[config.mk]
export PLATFORM = sky130hd
export DESIGN_NAME = enigma_step_controller
export DESIGN_NICKNAME = d
export VERILOG_FILES = /design/src/rtl/enigma_step_controller.sv
export SDC_FILE = /design/constraint.sdc
export NUM_CORES = 1
export LEC_CHECK = 0
export CAP_MARGIN = 10
export CORE_ASPECT_RATIO = 1.1
export CORE_UTILIZATION = 44
export DETAILED_ROUTE_END_ITERATION = 8
export PLACE_DENSITY = 0.75
export SETUP_SLACK_MARGIN = 0.5
export SLEW_MARGIN = 20
export SYNTH_ARGS = -nofsm -noshare
export SYNTH_HDL_FRONTEND = slang
export SYNTH_SLANG_ARGS = --single-unit
[constraint.sdc]
create_clock -name clock -period 1.88 [get_ports clock]
set_clock_uncertainty 0.2 [all_clocks]
set_input_delay 0.564 -clock clock [delete_from_list [all_inputs] [get_ports clock]]
set_output_delay 0.564 -clock clock [all_outputs]
set_load 0.1 [all_outputs]
[src/rtl/enigma_step_controller.sv]
// enigma_step_controller
// Sequencer for the Enigma rotor/reflector datapath. It accepts one letter,
// steps the three rotors (odometer carry with notches), drives the letter into
// the combinational datapath, waits a settle time, captures the result and
// offers it on a valid/ready output. It owns all rotor position state.
//
// Optional feature: define ENIGMA_DOUBLE_STEP_EN to enable the historical
// middle-rotor double step.
//
// Handshakes: a transfer happens on a rising clock edge where valid and ready
// are both 1. in_ready is 1 only in IDLE and only when load is low. out_valid
// stays 1, with out_letter/out_err stable, until out_ready is seen.
module enigma_step_controller #(
    parameter logic [4:0] NOTCH0        = 5'd16,
    parameter logic [4:0] NOTCH1        = 5'd4,
    parameter int         SETTLE_CYCLES = 2
) (
    input  logic       clock,
    input  logic       resetn,
    input  logic       in_valid,
    input  logic [4:0] in_letter,
    output logic       in_ready,
    input  logic       load,
    input  logic [4:0] load_pos0,
    input  logic [4:0] load_pos1,
    input  logic [4:0] load_pos2,
    output logic [4:0] pos0,
    output logic [4:0] pos1,
    output logic [4:0] pos2,
    output logic [4:0] dp_letter,
    input  logic [4:0] dp_result,
    output logic       out_valid,
    output logic [4:0] out_letter,
    output logic       out_err,
    input  logic       out_ready,
    output logic [1:0] fsm_state
);

    typedef enum logic [1:0] {
        IDLE   = 2'd0,
        STEP   = 2'd1,
        SETTLE = 2'd2,
        DONE   = 2'd3
    } state_t;

    state_t     state;
    state_t     state_nx;
    logic [3:0] cnt;
    logic       accept;
    logic       letter_bad;
    logic       adv1;
    logic       adv2;
    logic [4:0] pos0_nx;
    logic [4:0] pos1_nx;
    logic [4:0] pos2_nx;

    // Increment with wrap 25 -> 0.
    function automatic logic [4:0] inc26(input logic [4:0] v);
        return (v == 5'd25) ? 5'd0 : v + 5'd1;
    endfunction

    // Reduce a 5-bit load value into 0..25.
    function automatic logic [4:0] mod26(input logic [4:0] v);
        return (v > 5'd25) ? v - 5'd26 : v;
    endfunction

    assign accept     = in_valid && in_ready;
    assign letter_bad = (in_letter > 5'd25);

    // Rotor stepping decision, evaluated on positions before the step.
    always_comb begin
`ifdef ENIGMA_DOUBLE_STEP_EN
        // Middle rotor sitting on its notch drags itself and the slow rotor along.
        adv1 = (pos0 == NOTCH0) || (pos1 == NOTCH1);
        adv2 = (pos1 == NOTCH1);
`else
        adv1 = (pos0 == NOTCH0);
        adv2 = adv1 && (pos1 == NOTCH1);
`endif
        pos0_nx = inc26(pos0);
        pos1_nx = adv1 ? inc26(pos1) : pos1;
        pos2_nx = adv2 ? inc26(pos2) : pos2;
    end

    // State register.
    always_ff @(posedge clock or negedge resetn) begin
        if (!resetn) begin
            state <= IDLE;
        end else begin
            state <= state_nx;
        end
    end

    // Next-state logic.
    always_comb begin
        state_nx = state;
        unique case (state)
            IDLE:    if (accept) state_nx = letter_bad ? DONE : STEP;
            STEP:    state_nx = SETTLE;
            SETTLE:  if (cnt == 4'd0) state_nx = DONE;
            DONE:    if (out_ready) state_nx = IDLE;
            default: state_nx = IDLE;
        endcase
    end

    // FSM outputs; load in IDLE takes priority over a request.
    always_comb begin
        in_ready  = (state == IDLE) && !load;
        out_valid = (state == DONE);
        fsm_state = state;
    end

    // Rotor positions, datapath letter, settle counter and captured result.
    always_ff @(posedge clock or negedge resetn) begin
        if (!resetn) begin
            pos0       <= 5'd0;
            pos1       <= 5'd0;
            pos2       <= 5'd0;
            dp_letter  <= 5'd0;
            out_letter <= 5'd0;
            out_err    <= 1'b0;
            cnt        <= 4'd0;
        end else begin
            unique case (state)
                IDLE: begin
                    if (load) begin
                        pos0 <= mod26(load_pos0);
                        pos1 <= mod26(load_pos1);
                        pos2 <= mod26(load_pos2);
                    end else if (accept) begin
                        dp_letter <= in_letter;
                        if (letter_bad) begin
                            out_err    <= 1'b1;
                            out_letter <= 5'd0;
                        end
                    end
                end
                STEP: begin
                    pos0 <= pos0_nx;
                    pos1 <= pos1_nx;
                    pos2 <= pos2_nx;
                    cnt  <= 4'(SETTLE_CYCLES - 1);
                end
                SETTLE: begin
                    if (cnt == 4'd0) begin
                        out_letter <= dp_result;
                        out_err    <= 1'b0;
                    end else begin
                        cnt <= cnt - 4'd1;
                    end
                end
                default: begin
                end
            endcase
        end
    end

endmodule

Word level (Yosys, flattened, before mapping)
Cells that the tools add are included.
Cells by class
  add/sub/neg operators: 7
  multipliers: 0
  divide/modulo/power cells: 0
  $lt $le $gt $ge: 4
  eq/ne operators: 17
  shift operators: 0
  muxes and demuxes: 31
  bitwise operators: 1
  reductions and logical operators: 16
Operator list (count)
  $mux W5: 15
  $pmux W5 S2: 4
  $eq A5 B5 Y1 const B: 4
  $gt A5 B5 Y1 const B: 4
  $ne A2 B2 Y1 const B: 8
  $add A5 B1 Y5 const B: 3
  $sub A5 B5 Y5 const B: 3
  $reduce_and A3 Y1: 4
  $mux W2: 4
  $pmux W2 S4: 1
  $pmux W4 S2: 1
  $reduce_bool A2 Y1: 3
  $eq A5 B3 Y1 const B: 1
  $reduce_and A5 Y1: 1
  $eq A2 B2 Y1 const B: 2
  $logic_not A4 Y1: 1
  $mux W1: 4
  $mux W4: 1
  $reduce_and A2 Y1: 2
  $sub A4 B1 Y4 const B: 1
  $logic_and A1 B1 Y1: 3
  $eq A2 B1 Y1 const B: 1
  $logic_not A2 Y1: 1
  $ne A2 B1 Y1 const B: 1
  3 further kinds: 3
Storage, ports and cells
  register bits: 32
  bits in latches: 0
  memory bits (writable): 0
  ROM bits: 0
  input bits: 30
  output and inout port bits: 30
  word-level logic and storage cells: 84
  memories: 0

Depth between registers and ports, before layout
  depth after elaboration: 6
  gate-level depth with buffers: 8
  gate-level depth less buffers: 6

Worst setup path before layout
No wires, ideal clock.
  path type: register to output
  start point: register state[0], in the netlist fsm_state[0]
  end point: output port in_ready
  arrival: 2.677 ns
  required time: 1.116 ns
  slack: -1.561 ns
  cell stages (with the launch flop): 5
  buffers on the path: 1
  cells stage by stage: dfrtp_1 inv_1 ha_1 buf_6 nor2b_1
Between the ends
  longest elaborated chain between the ends: 2
RTL lines
  start: declaration: line 46  | state_t state;
  start signal: assignment: line 90  | state <= state_nx;
  $logic_not A2 Y1: line 108  | in_ready = (state == IDLE) && !load;
  $logic_and A1 B1 Y1: line 108
  end: declaration: line 22  | output logic in_ready,
No other way between the ends.

Worst setup path after layout
  start point: register state[0], in the netlist fsm_state[0]
  end point: register pos2[2]
Between the ends
  longest elaborated chain between the ends: 3
  elaborated cells on any way between the ends: 7
  those cells by class: eq/ne (3); mux (1); reduce/logical (3)
RTL lines
  $eq A2 B1 Y1 / $logic_not A2 Y1 (equally long branches): line 124  | unique case (state)
  $ne A2 B2 Y1 (no line) / $reduce_bool A2 Y1 (equally long branches)
  $reduce_and A3 Y1 (no line)
  end signal: assignment: line 129  | pos2 <= mod26(load_pos2);
  end signal: assignment: line 141  | pos2 <= pos2_nx;
  end: declaration: line 29  | output logic [4:0] pos2,
Parallel ways exist; a longest one is shown, timed or not.
A chain may end at the register's enable or synchronous reset.

==> summary.md <==
| Metric | Value |
|---|---|
| Outcome | finished, violations left |
| Failing checks | design-rule violations, negative setup slack |
| Most frequent cells in the layout | buf_4 (58), buf_12 (34), buf_6 (29) |
| Fraction of layout cells with a size suffix above 1 | approximately 58% |
| FF-to-FF End | pos2[2] |
| DIE HEIGHT | 77.6 µm |
| Setup-failing EPs final | 36 |
| Crit path time final | 2260 ps |
| Ys flop type | dfrtp_1 |
| Hold crit path type | flop to flop |
| Synthesized area | 2280 µm² |
| Worst Slack Setup Final | -378 ps |
| Final layout net count | about 430 |
| Drt wl/cell | 24.4 µm |
| R2R depth | 9 |
| Cells along the critical path | inv_4 -> ha_4 -> buf_4 -> buf_6 -> mux2_4 -> buf_8 -> nand4b_1 -> mux2i_1 -> a221o_1 |
| Max_slew headroom | 70.4% |
| Highest metal used | met4 |
| Post-synth ARST share | 100% |
| WL met3 | 729 µm |
| CTS tree | yes |
| Reg2reg start | fsm_state[0] |
| Area growth syn-to-layout | 101% |
| Critical path arrival | around 2200 ps |
| First-pass GRT wire length | 14400 µm |
| Die footprint | 5480 µm² |
| Post-synth EDFFs | 0 |
| Post-DP Area | around 3800 µm² |
| CTS sink cnt | 32 |
| RSZ-0062 raised after global routing | yes |
| GP Congestion | a little over 0.8 |
| Antenna Violating Nets Remaining | 0 |
| Post-Syn Nets | 282 |
| Antenna cell count | 0 |
| Core ar. | 5000 µm² |
| Hold Buf Count CTS | 0 |
| Max-cap violations | 0 |
| H-tree levels | 2 |
| Starting Density | ~46% |
| DP Wirelength | 4730 µm |
| Clock transition at the registers of the reported paths | 70 ps |
| Slew Viols, Final | 0 |
| Hold EP | out_letter[3] |
| Register area share after synthesis | 35.1% |
| Max clock buf depth | 2 |
| Worst setup EP type | flop |
| Final hold vios | 0 |
| # IOs | 60 |
| 1st-iter DRT viols | 405 |
| CP Max Fanout | 6 |
| Vias per cell | 6.27 |
| Unique masters post-synth | 56 |
| CP Data Required Time | 1850 ps |
| Largest net degree at the start of global routing | 33 |
| Latest clock arrival within the worst-skew pair | 300 ps |
| Metal2 WL | 5590 µm |
| CP Class | flop to flop |
| Yosys reg bits | 32 |
| Final instance area | 4580 µm² |
| HP Start | out_letter[3] |
| Num CTS Buffers | 5 |
| Initial antenna violation count | 0 |
| Die W | 70.7 µm |
| Fin crit share | 120% |
| YS warnings | 0 |
| CP max-delay cell | dfrtp_4 |
| Cells after Synth | 232 |
| Actual slew at the worst max-slew pin | 443 ps |
| Congestion Overflow GR | 0 |
| Total GRT Usage | 34.5% |
| Reg2Reg Setup Slack | -380 ps |
| Max frequency | ~0.44 GHz |
| Row count | 27 |
| Drt first pass iters | 7 |
| Vias in the first global route | 2787 |
| Fin Setup TNS | -8660 ps |
| Hold depth | 1 |
| Buffers added on ports | 59 |
| Worst path max stage delay | ~500 ps |
| Commonest non-fill, non-tap cell in the layout | buf_4 |
| Root buf cell | clkbuf_8 |
| DRC viols | 8 |
| Met1 wire length | 3820 µm |
| Final WL | 10800 µm |
| Detailed-route via count | ~2.8k |
| Mean Syn Cell Area | roughly 9.8 µm² |
| Startpoint Class | flop |
## routing by layer
metal  vias up  GRT usage [%]
met5         -              0
met4         0           20.8
met3        67           6.75
met2       197           64.1
met1      1335           35.3
li1       1178              -
## layout make-up
| class | count | area, µm² |
|---|---|---|
| fillers | 178 | 418 |
| inverters | 26 | 105 |
| clock buffers | 8 | 90.1 |
| repair buffers | 151 | 1740 |
| flip-flops and latches | 32 | 906 |
| well taps | 58 | 72.6 |
| multi-input cells | 168 | 1670 |
## synthesized netlist by cell type, types with 2 or more instances
cell / instances / area [µm²]
o2bb2ai_1: 2 / 17.5
o211a_1: 2 / 20.0
nand2b_1: 6 / 37.5
and3_1: 7 / 43.8
ha_1: 20 / 250
a211oi_1: 2 / 15.0
o22ai_1: 2 / 12.5
o21ai_1: 2 / 10.0
nand3_1: 9 / 45.0
o21ai_2: 3 / 26.3
o21ai_0: 9 / 45.0
nor4b_1: 2 / 17.5
a32o_1: 2 / 20.0
a21bo_2: 2 / 20.0
nor3_1: 3 / 15.0
nand4b_1: 3 / 26.3
nand2_1: 8 / 30.0
a221oi_1: 2 / 17.5
nor2_1: 8 / 30.0
dfrtp_1: 32 / 801
a31oi_1: 3 / 18.8
nor2b_1: 7 / 43.8
mux2_2: 8 / 90.1
a41oi_1: 2 / 17.5
a211o_1: 4 / 35.0
a21oi_1: 9 / 45.0
buf_2: 3 / 15.0
mux2i_1: 5 / 50.1
inv_1: 26 / 97.6
or3_1: 2 / 12.5
o211ai_1: 4 / 30.0
buf_6: 2 / 22.5
a22o_1: 8 / 70.1
## through the flow
step	hold slack (ps)	std cells	utilization, %	setup slack (ps)
final	395	443	91.6	-378
after global routing	402	443	91.6	-396
after CTS	310	427	86.5	-298
after detailed placement	299	395	75.5	-552
after global placement	292	395	75.5	-473
after floorplan	68.4	232	-	-402
## logic make-up (layout without fill, tap and decap cells)
family / after synthesis / after routing / synth area share [%]
adder cells (fa/ha/maj): 20 / 20 / 11.0
buffers and inverters: 32 / 185 / 6.25
flip-flops: 32 / 32 / 35.1
XOR/XNOR: 1 / 1 / 0.384
multiplexers: 14 / 14 / 7.12
AO/OA/AOI/OAI: 71 / 71 / 23.7
AND/OR/NAND/NOR: 62 / 62 / 16.5
## critical path, delay by kind of cell, from the launching register on
kind | cells | cell delay [ps]
AND/OR/NAND/NOR | 1 | 100
flip-flops | 1 | 500
adder cells (fa/ha/maj) | 1 | 150
buffers and inverters | 4 | 450
AO/OA/AOI/OAI | 1 | 290
multiplexers | 2 | 440
## what timing repair did
action                     in CTS  in global routing
setup buffers                  24                 16
setup endpoints to repair      62                 62
cloned                          0                  0
gates resized for setup        80                 27
pin swaps                      25                 17
## how the worst max path moves through the flow
| stage | startpoint | end | slack (ps) | depth (start not counted) |
|---|---|---|---|---|
| floorplan | fsm_state[1] | in_ready | -400 | 4 |
| global placement | load_pos2[2] | pos2[2] | -470 | 7 |
| detailed placement | load_pos2[1] | pos2[2] | -550 | 7 |
| CTS | fsm_state[0] | in_ready | -300 | 5 |
| global route | fsm_state[1] | pos2[0] | -400 | 6 |
| finish | fsm_state[0] | pos2[2] | -380 | 9 |
## sequential cells by signal (all words and copies together) (netlist names)
register and cells:
dp_letter 5, fsm_state 2, cnt 4, out_err 1, pos2 5, pos0 5, pos1 5, out_letter 5
Power is not shown: default switching activity piles up to over one toggle a cycle in this logic, so the estimate is an artifact.
